`config.mk`:
```
export PLATFORM = sky130hd
export DESIGN_NAME = alu_writeback_stage
export DESIGN_NICKNAME = d
export VERILOG_FILES = /design/src/rtl/alu_writeback_stage_pkg.sv /design/src/rtl/alu_writeback_stage_wb_skid_fifo.sv /design/src/rtl/alu_writeback_stage.sv
export SDC_FILE = /design/constraint.sdc
export NUM_CORES = 1
export LEC_CHECK = 0
export CAP_MARGIN = 20
export CORE_MARGIN = 3
export CORE_UTILIZATION = 50
export CTS_BUF_LIST = sky130_fd_sc_hd__clkbuf_4
export CTS_CLUSTER_SIZE = 40
export DETAILED_ROUTE_END_ITERATION = 8
export PLACE_DENSITY_LB_ADDON = 0.3
export SLEW_MARGIN = 20
export SYNTH_ARGS = -nofsm -noshare
export SYNTH_HDL_FRONTEND = slang
export SYNTH_SLANG_ARGS = --single-unit
```
`constraint.sdc`:
```
create_clock -name clk -period 1.9 [get_ports clk]
set_input_delay 0.285 -clock clk [delete_from_list [all_inputs] [get_ports clk]]
set_output_delay 0.285 -clock clk [all_outputs]
set_load 0.1 [all_outputs]
```
`src/rtl/alu_writeback_stage_pkg.sv`:
```
`default_nettype none
// ============================================================================
// Module : alu_writeback_stage_pkg
// Brief  : Shared CPU types: ALU opcodes, write-back entry, status flag indices
// Rev    : 1.0  initial release
// ============================================================================
package alu_writeback_stage_pkg;

    localparam int CPU_DATA_WIDTH = 16;
    localparam int CPU_REG_ADDR_W = 3;

    typedef enum logic [2:0] {
        OP_ADD = 3'd0,
        OP_SUB = 3'd1,
        OP_INC = 3'd2,
        OP_DEC = 3'd3,
        OP_SHL = 3'd4,
        OP_SHR = 3'd5,
        OP_MUL = 3'd6,
        OP_DIV = 3'd7
    } enum_alu_opcode_t;

    typedef struct packed {
        logic [CPU_DATA_WIDTH-1:0] data;
        logic [CPU_REG_ADDR_W-1:0] addr;
    } wb_entry_t;

    localparam int FLAG_C = 0;
    localparam int FLAG_Z = 1;
    localparam int FLAG_N = 2;
    localparam int FLAG_V = 3;

endpackage
`default_nettype wire

```
`src/rtl/alu_writeback_stage_wb_skid_fifo.sv`:
```
`default_nettype none
// ============================================================================
// Module : wb_skid_fifo
// Brief  : 2-entry skid FIFO of write-back entries with synchronous flush
// Rev    : 1.0  initial release
// ============================================================================
module wb_skid_fifo
    import alu_writeback_stage_pkg::*;
#(
    parameter int DEPTH = 2
) (
    input  logic      clk,
    input  logic      rst,
    input  logic      flush,
    input  logic      wr_valid,
    output logic      wr_ready,
    input  wb_entry_t wr_entry,
    output logic      rd_valid,
    input  logic      rd_ready,
    output wb_entry_t rd_entry
);

    localparam logic [1:0] c_depth = 2'(DEPTH);

    logic [1:0] r_count;
    logic       r_wr_ptr;
    logic       r_rd_ptr;
    wb_entry_t  r_mem [0:1];
    logic       w_push;
    logic       w_pop;

    // Readiness depends only on registered occupancy and flush, never on rd_ready.
    assign wr_ready = (r_count < c_depth) & ~flush;
    assign rd_valid = (r_count != 2'd0) & ~flush;
    assign rd_entry = r_mem[r_rd_ptr];
    assign w_push   = wr_valid & wr_ready;
    assign w_pop    = rd_valid & rd_ready;

    always_ff @(posedge clk or posedge rst) begin
        if (rst) begin
            r_count  <= 2'd0;
            r_wr_ptr <= 1'b0;
            r_rd_ptr <= 1'b0;
            for (int i = 0; i < 2; i++) begin
                r_mem[i] <= '0;
            end
        end else if (flush) begin
            r_count  <= 2'd0;
            r_wr_ptr <= 1'b0;
            r_rd_ptr <= 1'b0;
        end else begin
            if (w_push) begin
                r_mem[r_wr_ptr] <= wr_entry;
                r_wr_ptr        <= ~r_wr_ptr;
            end
            if (w_pop) begin
                r_rd_ptr <= ~r_rd_ptr;
            end
            case ({w_push, w_pop})
                2'b10:   r_count <= r_count + 2'd1;
                2'b01:   r_count <= r_count - 2'd1;
                default: r_count <= r_count;
            endcase
        end
    end

endmodule
`default_nettype wire

```
`src/rtl/alu_writeback_stage.sv`:
```
`default_nettype none
// ============================================================================
// Module : alu_writeback_stage
// Brief  : Commits ALU status flags and buffers results toward the register file
// Rev    : 1.0  initial release
// ============================================================================
module alu_writeback_stage
    import alu_writeback_stage_pkg::*;
#(
    parameter int DATA_WIDTH = CPU_DATA_WIDTH,
    parameter int REG_ADDR_W = CPU_REG_ADDR_W,
    parameter int DEPTH      = 2
) (
    input  logic                  clk,
    input  logic                  rst,
    input  logic                  flush,
    input  logic                  in_valid,
    output logic                  in_ready,
    input  enum_alu_opcode_t      alu_opcode,
    input  logic [DATA_WIDTH-1:0] arith_out,
    input  logic [1:0]            arith_flag,
    input  logic                  a_msb,
    input  logic                  b_msb,
    input  logic [REG_ADDR_W-1:0] dest_reg,
    output logic                  out_valid,
    input  logic                  out_ready,
    output logic [DATA_WIDTH-1:0] wb_data,
    output logic [REG_ADDR_W-1:0] wb_addr,
    output logic [3:0]            flags,
    output logic                  carry_out
);

    logic      w_accept;
    logic      w_n;
    logic [3:0] w_flags_next;
    logic [3:0] r_flags;
    wb_entry_t w_wr_entry;
    wb_entry_t w_rd_entry;

    assign w_accept   = in_valid & in_ready;
    assign w_n        = arith_out[DATA_WIDTH-1];
    assign w_wr_entry = '{data: arith_out, addr: dest_reg};

    always_comb begin
        w_flags_next         = 4'b0000;
        w_flags_next[FLAG_Z] = (arith_out == '0);
        w_flags_next[FLAG_N] = w_n;
        case (alu_opcode)
            OP_ADD: begin
                w_flags_next[FLAG_C] = arith_flag[0];
                w_flags_next[FLAG_V] = (a_msb == b_msb) & (w_n != a_msb);
            end
            OP_SUB: begin
                w_flags_next[FLAG_C] = arith_flag[0];
                w_flags_next[FLAG_V] = (a_msb != b_msb) & (w_n != a_msb);
            end
            OP_INC, OP_DEC, OP_SHL, OP_SHR: w_flags_next[FLAG_C] = arith_flag[0];
            OP_MUL:  w_flags_next[FLAG_C] = |arith_flag;
            default: w_flags_next[FLAG_C] = 1'b0;
        endcase
    end

    // Flags commit at accept time; flush does not roll them back.
    always_ff @(posedge clk or posedge rst) begin
        if (rst) begin
            r_flags <= 4'b0000;
        end else if (w_accept) begin
            r_flags <= w_flags_next;
        end
    end

    assign flags     = r_flags;
    assign carry_out = r_flags[FLAG_C];

    wb_skid_fifo #(
        .DEPTH (DEPTH)
    ) u_fifo (
        .clk      (clk),
        .rst      (rst),
        .flush    (flush),
        .wr_valid (in_valid),
        .wr_ready (in_ready),
        .wr_entry (w_wr_entry),
        .rd_valid (out_valid),
        .rd_ready (out_ready),
        .rd_entry (w_rd_entry)
    );

    assign wb_data = w_rd_entry.data;
    assign wb_addr = w_rd_entry.addr;

endmodule
`default_nettype wire

```
==> results.md <==
- Hold Path Class: in2async
- Post-DP HPWL: 3670 um
- Final nets: 246
- Reg2reg start: u_fifo.r_count[1]
- First-pass GRT wire length: 8200 um
- GRT Total Usage: 20.9%
- Startpoint Class: flip-flop
- Post-synth top area share: 53.7%
- Post-CTS Setup Inserts: 0
- Synth area leaders: dfrtp_1, mux2_2, mux2_4
- DP Worst Slack: -0.104 ns
- Final hold vios: 0
- Post-cts resize count: 0
- Fillcell total: 241
- Setup CP Type: reg2out
- Vias in the first global route: 1676
- Hold Buf Count CTS: 0
- Initial antenna violation count: 0
- # DRC: 0
- Tmin final: 1.80 ns
- Async S/R FF share, synth: 100%
- Setup WS post-layout: 0.0962 ns
- Cells after DPL: 258
- CTS tree: yes
- Gp weighted congestion: 0.746
- R2R depth: 4
- Slew HR: 72.9%
- H-tree levels: 2
- Wire length per cell: 18.1 um
- Gr ovfl total: 0
- R2r setup slk: 0.19 ns
- Register area: 1150 um2
- VDD IR max: 0.867 mV
- EDFF count, synth: 0
- Post-Syn Nets: 179
- Multi-input logic area: 941 um2
- Port Buffers: 56
- Detailed Route WL: 4790 um
- Synthesized area per cell: 14.5 um2
- Ys Warns: 0
- Clock Root Buffer: clkbuf_4
- Initial core utilization: 52.9%
- Fmax: 554 MHz
- Worst-margin pin slew: 0.403 ns
- Arr. time, crit path: 1.52 ns
- IO Pins: 57
- Syn Std Cell Area: 2140 um2
- Via density: 5.43
- Syn Inst Count: 148
- Most used DFF post-synth: dfrtp_1
- Setup TNS: 0 ns
- Final period util: 94.9%
- Synth area leader: dfrtp_1
- Final core occ: 76.0%
- Num Clock Sinks: 46
- Clock Skew: 0.00928 ns
- RSZ-0062 raised after global routing: no
- Synthesized flop and latch total: 46
- Sequential share of the synthesized area: 53.7%
- Row cnt: 23
- Diode count: 0
- Final slew viol count: 0
- Commonest cells in the synthesized netlist: mux2_2, dfrtp_1, mux2_4
- Worst skew pair latency: 0.35 ns
- Share of layout cells above drive strength 1: 50.2%
- Synth cell types: 28
- Die H: 71.5 um
- Most numerous cell in the Yosys netlist: mux2_2
- Worst-path fanout max: 13
- Req. time, crit path: 1.62 ns
- Cell Pwr Density: 1280 nW/um2
- Total CTS buffers: 5
- Core area: 4060 um2
- Synth-to-Final Area Change: 43.9%
- Non-filler cells, final: 265
- CP endpoint kind: output port
- Die W: 71.5 um
- Leakage: 1.33 nW
- Power, Total: 0.00395 W
- Drt first pass iters: 4
- R2r endpoint: u_fifo.r_mem[27]
- Clk slew on worst S/H paths: 0.13 ns
- Pin count of the biggest net entering global routing: 47
- Outcome: completed
- Maximum Capacitance Violations: 0
- Antenna Nets Post-Route: 0
- CTS max path bufs: 2
- DR vias: 1439
- DR iter-0 viols: 92
- DIE AREA: 5110 um2
- Final setup vio count: 0
## report_power, final
group	internal (W)	switching [W]	leakage, nW
Sequential	0.00122	0.000140	0.555
Combinational	0.000875	0.00128	0.742
Clock	0.000134	0.000290	0.0308
## worst max-delay path, stage by stage (launching register included)
cell and delay (ns):
dfrtp_1 0.37, buf_4 0.23, mux2_2 0.40, buf_12 0.17
## metrics by stage
stage | instance area, um2 | hold WS (ns)
after detailed placement | 3040 | 0.490
after global placement | 3040 | 0.461
after CTS | 3090 | 0.276
final | 3090 | 0.276
after floorplan | 2170 | 0.344
after global routing | 3090 | 0.305
## cells by family (layout without fill, tap and decap cells)
| kind of cell | count (synthesis) | in the layout | share of synthesized area (%) |
|---|---|---|---|
| compound gates | 9 | 9 | 2.68 |
| xor+xnor | 4 | 4 | 1.63 |
| buf+inv | 8 | 75 | 2.92 |
| flops | 46 | 46 | 53.7 |
| mux | 59 | 59 | 32.7 |
| simple gates | 22 | 22 | 6.42 |
## per-layer routing
layer	up-vias	track usage [%]	wire, um	share of wire (%)
li1	663	-	-	-
met1	727	24.4	1900	40
met2	39	37.7	2580	54
met3	10	5.61	229	4.8
met4	0	6.05	81	1.7
met5	-	0	0	0
## worst max path at each step
stage	from	end	cells after the start
floorplan	u_fifo.r_count[1]	u_fifo.r_mem[10]	5
global placement	in_valid	u_fifo.r_mem[22]	5
detailed placement	in_valid	u_fifo.r_mem[20]	5
CTS	u_fifo.r_rd_ptr	wb_data[14]	3
global route	u_fifo.r_rd_ptr	wb_data[0]	3
finish	u_fifo.r_rd_ptr	wb_data[2]	3
## sequential cells by signal (all words and copies together) (netlist names)
name / count
flags: 4
u_fifo.r_rd_ptr: 1
u_fifo.r_wr_ptr: 1
u_fifo.r_count: 2
u_fifo.r_mem: 38
## final cells by class
cell class	instances	area share, %
clock buffers	5	1.22
well taps	50	2.03
multi-input cells	94	30.5
inverters	1	0.122
repair buffers	67	28.5
clock inverters	2	0.324
flip-flops and latches	46	37.3
## cell usage in the layout (no fill, tap or decap), drive strengths merged
cell type	count
and3	1
clkbuf	5
clkinv	2
buf	37
nand3b	1
nand2b	1
o21ai	3
o41ai	1
a31oi	1
or3b	1
mux2	58
a21oi	2
nor2	6
a21o	1
clkdlybuf4s50	30
xnor2	2
dfrtp	46
inv	1
nor2b	5
nand2	2
xor2	2
mux2i	1
nor4	4
nand4	1
a311oi	1
No activity file was read; power rests on OpenSTA's default activity.
